File: src/rtl/parking_gate_ctrl.sv
// Parking gate front end: loop debounce, badge-based entry sequencing, exit
// sequencing and hour tick. Define PARKING_GATE_TIMEOUT_EN to close an open barrier after OPEN_TIMEOUT.

module parking_gate_debounce #(
  parameter int DEBOUNCE = 4
) (
  input  logic clk,
  input  logic rst_n,
  input  logic raw,
  output logic filt
);
  localparam int CW = $clog2(DEBOUNCE + 1);

  logic          sync1;
  logic          sync2;
  logic [CW-1:0] cnt;

  // cnt counts consecutive synced samples that disagree with filt
  always_ff @(posedge clk or negedge rst_n) begin
    if (!rst_n) begin
      sync1 <= 1'b0;
      sync2 <= 1'b0;
      cnt   <= '0;
      filt  <= 1'b0;
    end else begin
      sync1 <= raw;
      sync2 <= sync1;
      if (sync2 != filt) begin
        if (cnt == CW'(DEBOUNCE - 1)) begin
          filt <= sync2;
          cnt  <= '0;
        end else begin
          cnt <= cnt + 1'b1;
        end
      end else begin
        cnt <= '0;
      end
    end
  end
endmodule

module parking_gate_ctrl #(
  parameter int DEBOUNCE      = 4,
  parameter int BADGE_WAIT    = 32,
  parameter int OPEN_TIMEOUT  = 64,
  parameter int CLKS_PER_HOUR = 3600
) (
  input  logic       clk,
  input  logic       rst_n,
  input  logic       start,
  input  logic       entry_loop,
  input  logic       exit_loop,
  input  logic       entry_pass,
  input  logic       exit_pass,
  input  logic       badge_valid,
  input  logic       badge_uni,
  input  logic       exit_uni,
  input  logic       uni_space_ok,
  input  logic       space_ok,
  output logic       entry_open,
  output logic       exit_open,
  output logic       car_entered,
  output logic       is_uni_car_entered,
  output logic       car_exited,
  output logic       is_uni_car_exited,
  output logic       entry_reject,
  output logic       hour_tick,
  output logic [4:0] hour
);
  localparam int BW_W = $clog2(BADGE_WAIT + 1);
  localparam int OT_W = $clog2(OPEN_TIMEOUT + 1);
  localparam int PS_W = $clog2(CLKS_PER_HOUR + 1);

`ifdef PARKING_GATE_TIMEOUT_EN
  localparam bit TIMEOUT_EN = 1'b1;
`else
  localparam bit TIMEOUT_EN = 1'b0;
`endif

  if (DEBOUNCE < 2 || BADGE_WAIT < 1 || CLKS_PER_HOUR < 2) begin : g_param_check
    $error("parking_gate_ctrl: DEBOUNCE>=2, BADGE_WAIT>=1, CLKS_PER_HOUR>=2 required");
  end

  typedef enum logic [2:0] {
    E_IDLE, E_WAIT_BADGE, E_OPEN, E_EMIT, E_CLOSE, E_HOLD
  } entry_state_t;

  typedef enum logic [1:0] {
    X_IDLE, X_OPEN, X_EMIT, X_CLOSE
  } exit_state_t;

  logic              entry_filt;
  logic              exit_filt;
  logic              entry_pass_q;
  logic              exit_pass_q;
  logic              entry_rise;
  logic              exit_rise;
  logic              started;
  entry_state_t      ent_state;
  exit_state_t       ext_state;
  logic [BW_W-1:0]   ent_wait_cnt;
  logic [OT_W-1:0]   ent_open_cnt;
  logic [OT_W-1:0]   ext_open_cnt;
  logic              ent_uni;
  logic              ext_uni;
  logic              decide_uni;
  logic              decide_ok;
  logic              entry_emit_nxt;
  logic              exit_emit_nxt;
  logic [PS_W-1:0]   presc;
  logic              presc_wrap;
  logic              tick_pend;

  parking_gate_debounce #(.DEBOUNCE(DEBOUNCE)) u_entry_db (
    .clk  (clk),
    .rst_n(rst_n),
    .raw  (entry_loop),
    .filt (entry_filt)
  );

  parking_gate_debounce #(.DEBOUNCE(DEBOUNCE)) u_exit_db (
    .clk  (clk),
    .rst_n(rst_n),
    .raw  (exit_loop),
    .filt (exit_filt)
  );

  always_ff @(posedge clk or negedge rst_n) begin
    if (!rst_n) begin
      entry_pass_q <= 1'b0;
      exit_pass_q  <= 1'b0;
    end else begin
      entry_pass_q <= entry_pass;
      exit_pass_q  <= exit_pass;
    end
  end

  assign entry_rise = entry_pass & ~entry_pass_q;
  assign exit_rise  = exit_pass & ~exit_pass_q;

  // Class and space decision taken in the badge/timeout cycle
  assign decide_uni = badge_valid & badge_uni;
  assign decide_ok  = decide_uni ? uni_space_ok : space_ok;

  // Predict next-cycle EMIT so the hour tick can step aside from car events
  assign entry_emit_nxt = started & ~start & (ent_state == E_OPEN) & entry_rise;
  assign exit_emit_nxt  = started & ~start & (ext_state == X_OPEN) & exit_rise;

  always_ff @(posedge clk or negedge rst_n) begin
    if (!rst_n) begin
      ent_state          <= E_IDLE;
      ent_wait_cnt       <= '0;
      ent_open_cnt       <= '0;
      ent_uni            <= 1'b0;
      entry_open         <= 1'b0;
      car_entered        <= 1'b0;
      is_uni_car_entered <= 1'b0;
      entry_reject       <= 1'b0;
    end else begin
      car_entered        <= 1'b0;
      is_uni_car_entered <= 1'b0;
      entry_reject       <= 1'b0;
      if (start) begin
        ent_state  <= E_IDLE;
        entry_open <= 1'b0;
      end else if (started) begin
        case (ent_state)
          E_IDLE: begin
            if (entry_filt) begin
              ent_state    <= E_WAIT_BADGE;
              ent_wait_cnt <= '0;
            end
          end
          E_WAIT_BADGE: begin
            if (!entry_filt) begin
              ent_state <= E_IDLE;
            end else if (badge_valid || ent_wait_cnt == BW_W'(BADGE_WAIT - 1)) begin
              ent_uni <= decide_uni;
              if (decide_ok) begin
                ent_state    <= E_OPEN;
                entry_open   <= 1'b1;
                ent_open_cnt <= '0;
              end else begin
                ent_state    <= E_HOLD;
                entry_reject <= 1'b1;
              end
            end else begin
              ent_wait_cnt <= ent_wait_cnt + 1'b1;
            end
          end
          E_OPEN: begin
            if (entry_rise) begin
              ent_state          <= E_EMIT;
              entry_open         <= 1'b0;
              car_entered        <= 1'b1;
              is_uni_car_entered <= ent_uni;
            end else if (!entry_filt) begin
              ent_state  <= E_IDLE;
              entry_open <= 1'b0;
            end else if (TIMEOUT_EN && ent_open_cnt == OT_W'(OPEN_TIMEOUT - 1)) begin
              ent_state  <= E_HOLD;
              entry_open <= 1'b0;
            end else begin
              ent_open_cnt <= ent_open_cnt + 1'b1;
            end
          end
          E_EMIT: ent_state <= E_CLOSE;
          E_CLOSE, E_HOLD: begin
            if (!entry_filt) ent_state <= E_IDLE;
          end
          default: begin
            ent_state  <= E_IDLE;
            entry_open <= 1'b0;
          end
        endcase
      end
    end
  end

  always_ff @(posedge clk or negedge rst_n) begin
    if (!rst_n) begin
      ext_state         <= X_IDLE;
      ext_open_cnt      <= '0;
      ext_uni           <= 1'b0;
      exit_open         <= 1'b0;
      car_exited        <= 1'b0;
      is_uni_car_exited <= 1'b0;
    end else begin
      car_exited        <= 1'b0;
      is_uni_car_exited <= 1'b0;
      if (start) begin
        ext_state <= X_IDLE;
        exit_open <= 1'b0;
      end else if (started) begin
        case (ext_state)
          X_IDLE: begin
            if (exit_filt) begin
              ext_state    <= X_OPEN;
              exit_open    <= 1'b1;
              ext_uni      <= exit_uni;
              ext_open_cnt <= '0;
            end
          end
          X_OPEN: begin
            if (exit_rise) begin
              ext_state         <= X_EMIT;
              exit_open         <= 1'b0;
              car_exited        <= 1'b1;
              is_uni_car_exited <= ext_uni;
            end else if (!exit_filt) begin
              ext_state <= X_IDLE;
              exit_open <= 1'b0;
            end else if (TIMEOUT_EN && ext_open_cnt == OT_W'(OPEN_TIMEOUT - 1)) begin
              ext_state <= X_CLOSE;
              exit_open <= 1'b0;
            end else begin
              ext_open_cnt <= ext_open_cnt + 1'b1;
            end
          end
          X_EMIT: ext_state <= X_CLOSE;
          X_CLOSE: begin
            if (!exit_filt) ext_state <= X_IDLE;
          end
          default: begin
            ext_state <= X_IDLE;
            exit_open <= 1'b0;
          end
        endcase
      end
    end
  end

  assign presc_wrap = (presc == PS_W'(CLKS_PER_HOUR - 1));

  // A deferred tick keeps waiting while either lane is about to emit
  always_ff @(posedge clk or negedge rst_n) begin
    if (!rst_n) begin
      started   <= 1'b0;
      presc     <= '0;
      hour      <= 5'd8;
      hour_tick <= 1'b0;
      tick_pend <= 1'b0;
    end else begin
      hour_tick <= 1'b0;
      if (start) begin
        started   <= 1'b1;
        presc     <= '0;
        hour      <= 5'd8;
        tick_pend <= 1'b0;
      end else if (started) begin
        presc <= presc_wrap ? '0 : presc + 1'b1;
        if ((presc_wrap && hour < 5'd20) || tick_pend) begin
          if (entry_emit_nxt || exit_emit_nxt) begin
            tick_pend <= 1'b1;
          end else begin
            hour_tick <= 1'b1;
            hour      <= hour + 5'd1;
            tick_pend <= 1'b0;
          end
        end
      end
    end
  end
endmodule

File: config.mk
export PLATFORM = sky130hd
export DESIGN_NAME = parking_gate_ctrl
export DESIGN_NICKNAME = d
export VERILOG_FILES = /design/src/rtl/parking_gate_ctrl.sv
export SDC_FILE = /design/constraint.sdc
export NUM_CORES = 1
export LEC_CHECK = 0
export ABC_AREA = 0
export BUFFER_PORTS_ARGS = -buffer_cell sky130_fd_sc_hd__buf_2
export CORE_MARGIN = 4
export CORE_UTILIZATION = 30
export CTS_CLUSTER_SIZE = 24
export DETAILED_ROUTE_END_ITERATION = 7
export RECOVER_POWER = 50
export SLEW_MARGIN = 25
export SYNTH_ARGS = -nofsm -noshare
export SYNTH_HDL_FRONTEND = slang
export SYNTH_SLANG_ARGS = --single-unit
File: constraint.sdc
create_clock -name clk -period 2.44 [get_ports clk]
set_input_delay 0.488 -clock clk [delete_from_list [all_inputs] [get_ports clk]]
set_output_delay 0.488 -clock clk [all_outputs]
set_load 0.1 [all_outputs]
==> summary.md, run 1 <==
| Metric | Value |
|---|---|
| Hpwl dp | a little under 4000 µm |
| DIE AREA | about 11,000 µm² |
| DRT iter0 DRCs | 96 |
| # diodes | 0 |
| Syn nets | approximately 270 |
| Placed Area | 2957 µm² |
| CTS Hold Buffers Added | 0 |
| IO Pins | 25 |
| Initial Util | 0.3098 |
| Die Y | a little over 100 µm |
| Crit path cell chain | inv_1, nor3_2, nand3_1, o31a_1, nor3_1 |
| Warnings, synthesis | 0 |
| Endpoints failing setup | 0 |
| Seq/Total Area, Yosys | 0.4982 |
| Final Max Slew Viols | 0 |
| Max FO, Critical Path | 13 |
| Share of layout cells above drive strength 1 | 0.2028 |
| Via count | between 1,500 and 2,000 |
| Critical path data required time | about 2700 ps |
| Clk_lat worst skew | roughly 310 ps |
| Clock sinks | 54 |
| Minimum setup slack after placement | roughly 550 ps |
| Critical path data arrival time | ~2100 ps |
| Post-synthesis async set-or-reset flop share | 1.000 |
| First-pass GRT wire length | roughly 9500 µm |
| Non-Filler Instances | 389 |
| Share of Yosys cell area claimed by the top area cell type | 0.4885 |
| Final period util | 0.7752 |
| Critical Path Start Type | flop |
| Maximum vdd drop | just under 0.3 mV |
| Top FF cell, synth | dfrtp_1 |
| Final TNS setup | 0 ps |
| Post-DRT Antenna Nets | 0 |
| Placed cells | about 380 |
| Most frequent cells in the layout | dfrtp_1 (53), nand2_1 (27), buf_2 (21) |
| CTS buffer count | 5 |
| Largest net degree at the start of global routing | 34 |
| P_leak | between 1 and 1.5 nW |
| CTS tree | built |
| DRT Pass-1 Iters | 4 |
| Setup Buffers After CTS | 0 |
| Worst Path Buf+Inv | 1 |
| Synthesized flop and latch total | 54 |
| Slowest stage delay, CP | 650 ps |
| Max Freq | between 500 and 600 MHz |
| Setup CP Type | flop to flop |
| Port bufs | 24 |
| CP max stage cell | dfrtp_1 |
| Clock skew | between 15 and 20 ps |
| Tightest Hold Check Type | input port to flop |
| Mapped Cells | 255 |
| Post-synth EDFFs | 0 |
| Placeable Area | between 8000 and 9000 µm² |
| Mean post-synth cell area | 10.65 µm² |
| Gpl congestion | 0.7681 |
| Worst setup EP type | flop |
| Pwr Total | around 2.1 mW |
| Power Dens Cells | approximately 700 nW/µm² |
| Family with the most delay on the worst path | flip-flops |
| DRC | 0 |
| Final min period | between 1500 and 2000 ps |
| Maxcap violations | 0 |
| PostCTS Resize Cnt | 0 |
| Fin area | just over 3000 µm² |
| Relative slew slack | 0.2343 |
| Final setup margin | approximately 550 ps |
| Initial antenna violation count | 0 |
| Routed WL per cell | 13.85 µm |
| Hold Vio Cnt, Final | 0 |
| CTS clk-pin slew, worst paths | about 110 ps |
| Distinct cell type count after synthesis | 66 |
| Top cells by area, synth | dfrtp_1 (49%), nand2_1 (3.7%), o21ai_0 (2.8%), ha_1 (2.3%), xnor2_1 (2.3%) |
| Yosys top cell by area | dfrtp_1 |
| Num rows | 34 |
| Filler Cell Count | around 870 |
| Final wirelength | ~5400 µm |
| Vias per inst | between 5 and 6 |
| Area of the mapped netlist | around 2700 µm² |
| Area delta synth->final | 11.80% |
| H-tree depth | 2 |
| Vias in the first global route | between 1,500 and 2,000 |
| Gr ovfl total | 0 |
| RSZ-0062 raised after global routing | no |
| GRT Util Overall | 0.1102 |
| Nets@finish | approximately 300 |
| CTS root buf | clkbuf_8 |
| Die Wd | a little over 100 µm |
| Clock buffer depth | 2 |
| Worst Tran Pin Value | approximately 1100 ps |
| Commonest non-fill, non-tap cell in the layout | dfrtp_1 |
| Status | finished, final reports clean |
## area by class of cell
class                      instances  area, µm²  share of cell area
sequential                        54       1353              0.4456
clock inverter                     3      28.78            0.009481
timing repair buffer              26      128.9             0.04246
tap                              108      135.1             0.04452
inverter                           7      26.28            0.008656
multi-input combinational        186       1295              0.4266
clock buffer                       5      68.82             0.02267
## metrics by stage
| step | hold WS (ps) | utilization |
|---|---|---|
| 2_1_floorplan | 192.4 | - |
| 3_3_place_gp | 332.8 | 0.3374 |
| 3_5_place_dp | 341.3 | 0.3374 |
| 4_1_cts | 152.7 | 0.3485 |
| 5_1_grt | 253.0 | 0.3464 |
| 6_report | 268.6 | 0.3464 |
## kinds of logic (layout without fill, tap and decap cells)
group                    Yosys count  after routing  synth area share
AND/OR/NAND/NOR                  106            106            0.2387
AO/OA/AOI/OAI                     59             59            0.1585
flip-flops                        54             54            0.4982
buffers and inverters             15             41           0.02488
XOR/XNOR                           9              9           0.02903
multiplexers                       7              7           0.02765
adder cells (fa/ha/maj)            5              5           0.02304
## Yosys cell counts, types with 2 or more instances
master	number
nor2_1	16
or3_1	2
nand3_1	11
nor3_1	8
nand2_1	27
dfrtp_1	53
ha_1	5
nor3b_1	4
a21oi_1	11
clkbuf_1	3
and4b_1	2
nand2b_1	3
inv_1	7
mux2i_1	3
mux2_2	4
o41ai_1	2
nor4_2	2
o21ai_1	9
o31ai_1	2
buf_2	3
xor2_1	2
o21ai_0	15
a32o_1	2
xnor2_1	7
o21ba_2	2
nand3_2	2
and3_1	4
nor2b_1	5
nand4_1	2
## routing by layer
metal,GRT usage,share of wire,up-vias
met5,0,0,-
met4,0.02092,0.011,0
met3,0.02030,0.035,9
met2,0.1682,0.44,44
met1,0.1640,0.51,949
li1,-,-,967
## sequential cells by signal, summed over array words and instances (netlist names), 2 cells and up
register	count
ent_state	3
hour	5
ent_wait_cnt	6
u_exit_db.cnt	3
ext_state	2
u_entry_db.cnt	3
presc	12
## power by group
part / total (mW) / switching, mW / internal (mW)
Sequential: 1.12 / 0.129 / 0.995
Clock: 0.533 / 0.320 / 0.213
Combinational: 0.475 / 0.287 / 0.189
Total: 2.13 / 0.735 / 1.40
## final timing paths
path	cells past startpoint	slack, ps	endpoint	startpoint
max	5	550	entry_open	ent_state[0]
min	1	270	u_exit_db.sync1	exit_loop
max reg2reg	5	550	entry_open	ent_state[0]
min reg2reg	0	360	u_exit_db.sync2	u_exit_db.sync1
max in group asynchronous	2	670	ent_wait_cnt[1]	rst_n
min in group asynchronous	1	370	presc[10]	rst_n
Note: power is estimated with default switching activity, not from simulation.
==> run 2: changes to the inputs <==
==> constraint.sdc (replaced) <==
create_clock -name clk -period 1.71 [get_ports clk]
set_input_delay 0.342 -clock clk [delete_from_list [all_inputs] [get_ports clk]]
set_output_delay 0.342 -clock clk [all_outputs]
set_load 0.1 [all_outputs]
==> run 2 against run 1 <==
Count of clock-buffer cells in the layout increased by 1. Cell area is 13% higher. Largest power group unchanged. Cell count is 9.8% higher.
==> summary.md, run 2 (synthesis gave the netlist of run 1 again) <==
| Metric | Value |
|---|---|
| Status | finished, final reports clean |
| Clock skew | 5.163 ps (-10.04 ps) |
| P_leak | 1.515 nW (+15%) |
| Largest net degree at the start of global routing | 21 (-38%) |
| Commonest non-fill, non-tap cell in the layout | dfrtp_1 |
| Filler Cell Count | 874 (+0.34%) |
| Critical path data arrival time | 1910 ps (-200 ps) |
| DRC | 0 (unchanged) |
| Vias per inst | 5.063 (about the same) |
| Post-DRT Antenna Nets | 0 (unchanged) |
| Largest regs | presc x12, ent_wait_cnt x6, hour x5 |
| Num rows | 34 (unchanged) |
| Maxcap violations | 0 (unchanged) |
| First-pass GRT wire length | 10,120 µm (+6.4%) |
| Setup CP Type | flop to flop |
| Die Wd | 103.1 µm (unchanged) |
| Area delta synth->final | 25.81% |
| Gr ovfl total | 0 (unchanged) |
| CTS root buf | clkbuf_8 |
| Final period util | 0.9952 (+0.2200) |
| Relative slew slack | 0.6739 (+0.4396) |
| H-tree depth | 2 (unchanged) |
| Placed Area | 3212 µm² (+8.6%) |
| Worst Tran Pin Value | 492.6 ps (-656.1 ps) |
| Initial Util | 0.3098 (unchanged) |
| # diodes | 0 (unchanged) |
| Clk_lat worst skew | 310 ps (about the same) |
| Die Y | 103.1 µm (unchanged) |
| Final wirelength | 6088 µm (+13%) |
| IO Pins | 25 (unchanged) |
| Max FFs per register | 12 (unchanged) |
| Fin area | 3416 µm² (+13%) |
| Final min period | 1702 ps (-189.6 ps) |
| DRT Pass-1 Iters | 4 (unchanged) |
| Tightest Hold Check Type | input port to flop |
| Via count | 2,162 (+9.8%) |
| Area occupied by multi-input gates | 1361 µm² (+5.1%) |
| Routed WL per cell | 14.26 µm (+3.0%) |
| CTS clk-pin slew, worst paths | 100 ps (about the same) |
| Placeable Area | 8763 µm² (unchanged) |
| Largest Register | presc |
| Maximum vdd drop | 0.7015 mV (+140%) |
| Slowest stage delay, CP | 370 ps (-280 ps) |
| Most frequent cells in the layout | dfrtp_1 (49), buf_4 (35), nand2_1 (27) |
| Worst setup EP type | flop |
| Initial antenna violation count | 0 (unchanged) |
| Non-Filler Instances | 427 (+9.8%) |
| Clock sinks | 54 (unchanged) |
| Pwr Total | 3.263 mW (+53%) |
| Placed cells | 411 (+7.9%) |
| DRT iter0 DRCs | 122 (+27%) |
| Hold Vio Cnt, Final | 0 (unchanged) |
| Final Max Slew Viols | 0 (unchanged) |
| Vias in the first global route | 2,094 (+8.8%) |
| RSZ-0062 raised after global routing | yes |
| CTS buffer count | 5 (unchanged) |
| Endpoints failing setup | 0 (unchanged) |
| CP max stage cell | dfrtp_1 |
| Share of layout cells above drive strength 1 | 0.3260 (+0.1232) |
| Fin util | 0.3898 (+0.04340) |
| GRT Util Overall | 0.1191 (+0.008900) |
| Max FO, Critical Path | 4 (-9) |
| CTS tree | built |
| Crit path cell chain | ha_2, and4b_2, a41oi_4, nor4_4, mux2i_1, nor2_1 |
| Hpwl dp | 4404 µm (+11%) |
| Storage cell area | 1364 µm² (+0.83%) |
| Port bufs | 24 (unchanged) |
| Critical Path Start Type | flop |
| Nets@finish | 335 (+13%) |
| Gpl congestion | 0.7938 (+3.3%) |
| Clock buffer depth | 2 (unchanged) |
| Max Freq | 587.6 MHz (+11%) |
| DIE AREA | 10,640 µm² (unchanged) |
| Critical path data required time | 1920 ps (-740 ps) |
| Power Dens Cells | 955.3 nW/µm² (+36%) |
| Final TNS setup | 0 ps (unchanged) |
run 2: cell types whose count changed in the layout (fill, tap and decap cells not counted), sizes merged:
cell         previous run  this run
buf                    22        57
a31o                    1         2
clkinv                  2         0
clkinvlp                0         1
bufinv                  0         1
inv                     8         7
dlygate4sd3             0         1
clkbuf                  9        11
run 2: worst max-delay path: cells and delay by family (launching register included):
kind | cells | cell delay (ps)
compound gates | 1 | 180
fa+ha+maj | 1 | 190
flops | 1 | 370
mux | 1 | 220
simple gates | 3 | 650
run 2: layout make-up:
cell class                 instances  share of cell area
sequential                        54              0.3993
multi-input combinational        187              0.3985
timing repair buffer              63              0.1227
tap                              108             0.03956
clock buffer                       6             0.02125
clock inverter                     2             0.01099
inverter                           7            0.007692
run 2: layer usage:
| layer | GRT usage | vias to the layer above | part of all wire |
|---|---|---|---|
| met5 | 0 | - | 0 |
| met1 | 0.1678 | 1062 | 0.47 |
| met4 | 0.03386 | 0 | 0.0023 |
| met2 | 0.1850 | 43 | 0.49 |
| met3 | 0.02571 | 3 | 0.036 |
| li1 | - | 1054 | - |
run 2: metrics by stage:
stage / worst slack [ps] / hold slack, ps
final: 8.207 / 137.7
after global routing: -93.17 / 117.5
after CTS: 8.269 / 127.2
after detailed placement: -56.07 / 327.2
after global placement: -29.79 / 321.4
after floorplan: 49.73 / 46.41
run 2: final timing paths:
kind	start	to	slack, ps	depth (start not counted)
worst max-delay path	presc[0]	hour[1]	8	6
worst min-delay path	entry_loop	u_entry_db.sync1	140	1
worst max register to register	presc[0]	hour[1]	8	6
worst min register to register	u_entry_db.sync1	u_entry_db.sync2	360	0
max in group asynchronous	rst_n	u_exit_db.cnt[2]	390	3
min in group asynchronous	rst_n	presc[2]	500	2
run 2: power by group:
group	internal, mW	switching [mW]
sequential	1.42	0.119
combinational	0.358	0.503
clock	0.438	0.426
total	2.22	1.05
run 2: repair_timing:
action / in CTS / in global routing
pin swaps: 0 / 2
resized for setup: 3 / 10
endpoints found under the setup margin: 5 / 15
hold buffers: 1 / 0
cloned: 0 / 1
endpoints found under the hold margin: 16 / 0
setup buffers: 0 / 6
==> run 3: changes to the inputs <==
==> constraint.sdc (replaced) <==
create_clock -name clk -period 1.65 [get_ports clk]
set_input_delay 0.33 -clock clk [delete_from_list [all_inputs] [get_ports clk]]
set_output_delay 0.33 -clock clk [all_outputs]
set_load 0.1 [all_outputs]
==> run 3 against run 2 <==
The run now ends with negative setup slack left. Die area did not move. Register-to-register slack lost 20 ps. Combinational power up 8.8%. Worst hold slack worse by 15 ps. Sequential share of layout area grew 0.088 points. First-iteration DRC count decreased by 3.3%. Cell area down 0.22%. Largest power group unchanged. Flip-flop and latch count stayed put. Setup slack got worse by 24 ps. Via count down 3.1%. Critical path depth fell by 1. Largest cell class is now multi-input gates. Routed wire length fell by 4.9%.
==> summary.md, run 3 (synthesis gave the netlist of run 1 again) <==
| Metric | Value |
|---|---|
| Status | complete, but fails checks |
| Failing checks | negative setup slack |
| Die Wd | 103.1 µm (unchanged) |
| # diodes | 0 (unchanged) |
| Final setup margin | -15.68 ps (-23.89 ps) |
| Initial antenna violation count | 0 (unchanged) |
| Placed Area | 3252 µm² (+1.2%) |
| CTS clk-pin slew, worst paths | 100 ps (about the same) |
| Die Y | 103.1 µm (unchanged) |
| Setup CP Type | flop to flop |
| Largest Register | presc |
| Maximum vdd drop | 0.5016 mV (-28%) |
| DRT Pass-1 Iters | 4 (unchanged) |
| Clk_lat worst skew | 300 ps (about the same) |
| Maxcap violations | 0 (unchanged) |
| Gpl congestion | 0.8254 (+4.0%) |
| Relative slew slack | 0.1158 (-0.5580) |
| First-pass GRT wire length | 9956 µm (-1.6%) |
| Critical Path Start Type | flop |
| Max Freq | 600.4 MHz (+2.2%) |
| RSZ-0062 raised after global routing | yes |
| H-tree depth | 2 (unchanged) |
| CTS Hold Buffers Added | 0 (-1) |
| Nets@finish | 332 (-0.90%) |
| Flop2flop setup slack | -20 ps (-20 ps) |
| Endpoints failing setup | 1 (+1) |
| Hold Vio Cnt, Final | 0 (unchanged) |
| Worst Path Buf+Inv | 0 (unchanged) |
| Max FFs per register | 12 (unchanged) |
| Hold_ws | 122.2 ps (-15.49 ps) |
| Num rows | 34 (unchanged) |
| Final period util | 1.010 (+0.01430) |
| Gr ovfl total | 0 (unchanged) |
| Family with the most delay on the worst path | simple AND/OR/NAND/NOR gates |
| Hpwl dp | 4201 µm (-4.6%) |
| CTS root buf | clkbuf_8 |
| Final TNS setup | -15.68 ps (-15.68 ps) |
| Fin util | 0.3889 (-0.0008560) |
| Critical path data arrival time | 1900 ps (about the same) |
| DIE AREA | 10,640 µm² (unchanged) |
| Vias in the first global route | 2,065 (-1.4%) |
| Placeable Area | 8763 µm² (unchanged) |
| Vias per inst | 4.943 (-2.4%) |
| Slowest stage delay, CP | 390 ps (+20 ps) |
| Initial Util | 0.3098 (unchanged) |
| Commonest non-fill, non-tap cell in the layout | dfrtp_1 |
| Clock buffer depth | 2 (unchanged) |
| Share of layout cells above drive strength 1 | 0.3418 (+0.01575) |
| Post-DRT Antenna Nets | 0 (unchanged) |
| Final min period | 1666 ps (-36.11 ps) |
| Clock skew | 4.732 ps (-0.4318 ps) |
| GRT Util Overall | 0.1191 (about the same) |
| Tightest Hold Check Type | input port to flop |
| Crit path cell chain | ha_2, and4b_2, a31o_2, or3_1, o21ai_1 |
| DRC | 0 (unchanged) |
| Worst Tran Pin Value | 1326 ps (+833.7 ps) |
| Port bufs | 24 (unchanged) |
| Area delta synth->final | 25.53% |
| P_leak | 1.508 nW (-0.43%) |
| Critical path data required time | 1890 ps (-30 ps) |
| Routed WL per cell | 13.65 µm (-4.2%) |
| Worst setup EP type | flop |
| Final wirelength | 5789 µm (-4.9%) |
| Most frequent cells in the layout | dfrtp_1 (49), buf_4 (36), nand2_1 (27) |
| Via count | 2,096 (-3.1%) |
| Power Dens Cells | 973.3 nW/µm² (+1.9%) |
| DRT iter0 DRCs | 118 (-3.3%) |
| Largest regs | presc x12, ent_wait_cnt x6, hour x5 |
| CTS buffer count | 5 (unchanged) |
| Pwr Total | 3.317 mW (+1.7%) |
| Max FO, Critical Path | 11 (+7) |
| CP max stage cell | dfrtp_1 |
| Clock sinks | 54 (unchanged) |
| Fin area | 3408 µm² (-0.22%) |
| IO Pins | 25 (unchanged) |
| CTS tree | built |
| Largest net degree at the start of global routing | 55 (+160%) |
| Final Max Slew Viols | 0 (unchanged) |
-- run 3: cell count changes in the layout (fill, tap and decap cells not counted), sizes merged --
cell,delta
dlygate4sd3,-1
inv,+1
buf,+1
bufinv,-1
a31o,-1
clkbuf,-2
-- run 3: worst paths after layout --
check                                 from               end  cells after the start
max                               presc[0]          presc[3]                      5
min                             entry_loop  u_entry_db.sync1                      1
max reg2reg                       presc[0]          presc[3]                      5
min reg2reg                u_exit_db.sync1   u_exit_db.sync2                      0
max in group asynchronous            rst_n           hour[2]                      2
min in group asynchronous            rst_n          presc[3]                      2
-- run 3: routing by layer --
| metal | wire [µm] | global-route usage | vias up |
|---|---|---|---|
| met5 | 0 | 0 | - |
| met4 | 34 | 0.02590 | 0 |
| met3 | 206 | 0.03045 | 6 |
| met2 | 2656 | 0.1820 | 36 |
| met1 | 2891 | 0.1708 | 1011 |
| li1 | - | - | 1043 |
-- run 3: area by class of cell --
class / instances / area (µm²)
clock inverter: 2 / 16.27
inverter: 7 / 26.28
timing repair buffer: 61 / 407.9
clock buffer: 6 / 82.58
tap: 108 / 135.1
multi-input combinational: 186 / 1376
fill: 876 / 5355
sequential: 54 / 1364
-- run 3: power by group --
part | internal [mW] | leakage (nW) | total, mW | switching (mW)
registers | 1.47 | 0.707 | 1.60 | 0.125
logic | 0.399 | 0.753 | 0.936 | 0.537
clock network | 0.346 | 0.0478 | 0.784 | 0.438
-- run 3: stage by stage --
stage	worst slack [ps]	instances
2_1_floorplan	0.3220	255
3_3_place_gp	-8.779	415
3_5_place_dp	-32.31	415
4_1_cts	-15.30	423
5_1_grt	-107.3	424
6_report	-15.68	424
-- run 3: worst reg2reg max path: cells and delay by family (launching register included) --
family          cells  cell delay (ps)
compound gates      2              400
simple gates        2              630
fa+ha+maj           1              180
flops               1              390
-- run 3: repair_timing --
item,in CTS,in global routing
pin swaps,0,5
setup buffers,0,1
hold endpoints to repair,0,0
gates cloned,0,0
gates resized for setup,1,13
setup endpoints to repair,5,20
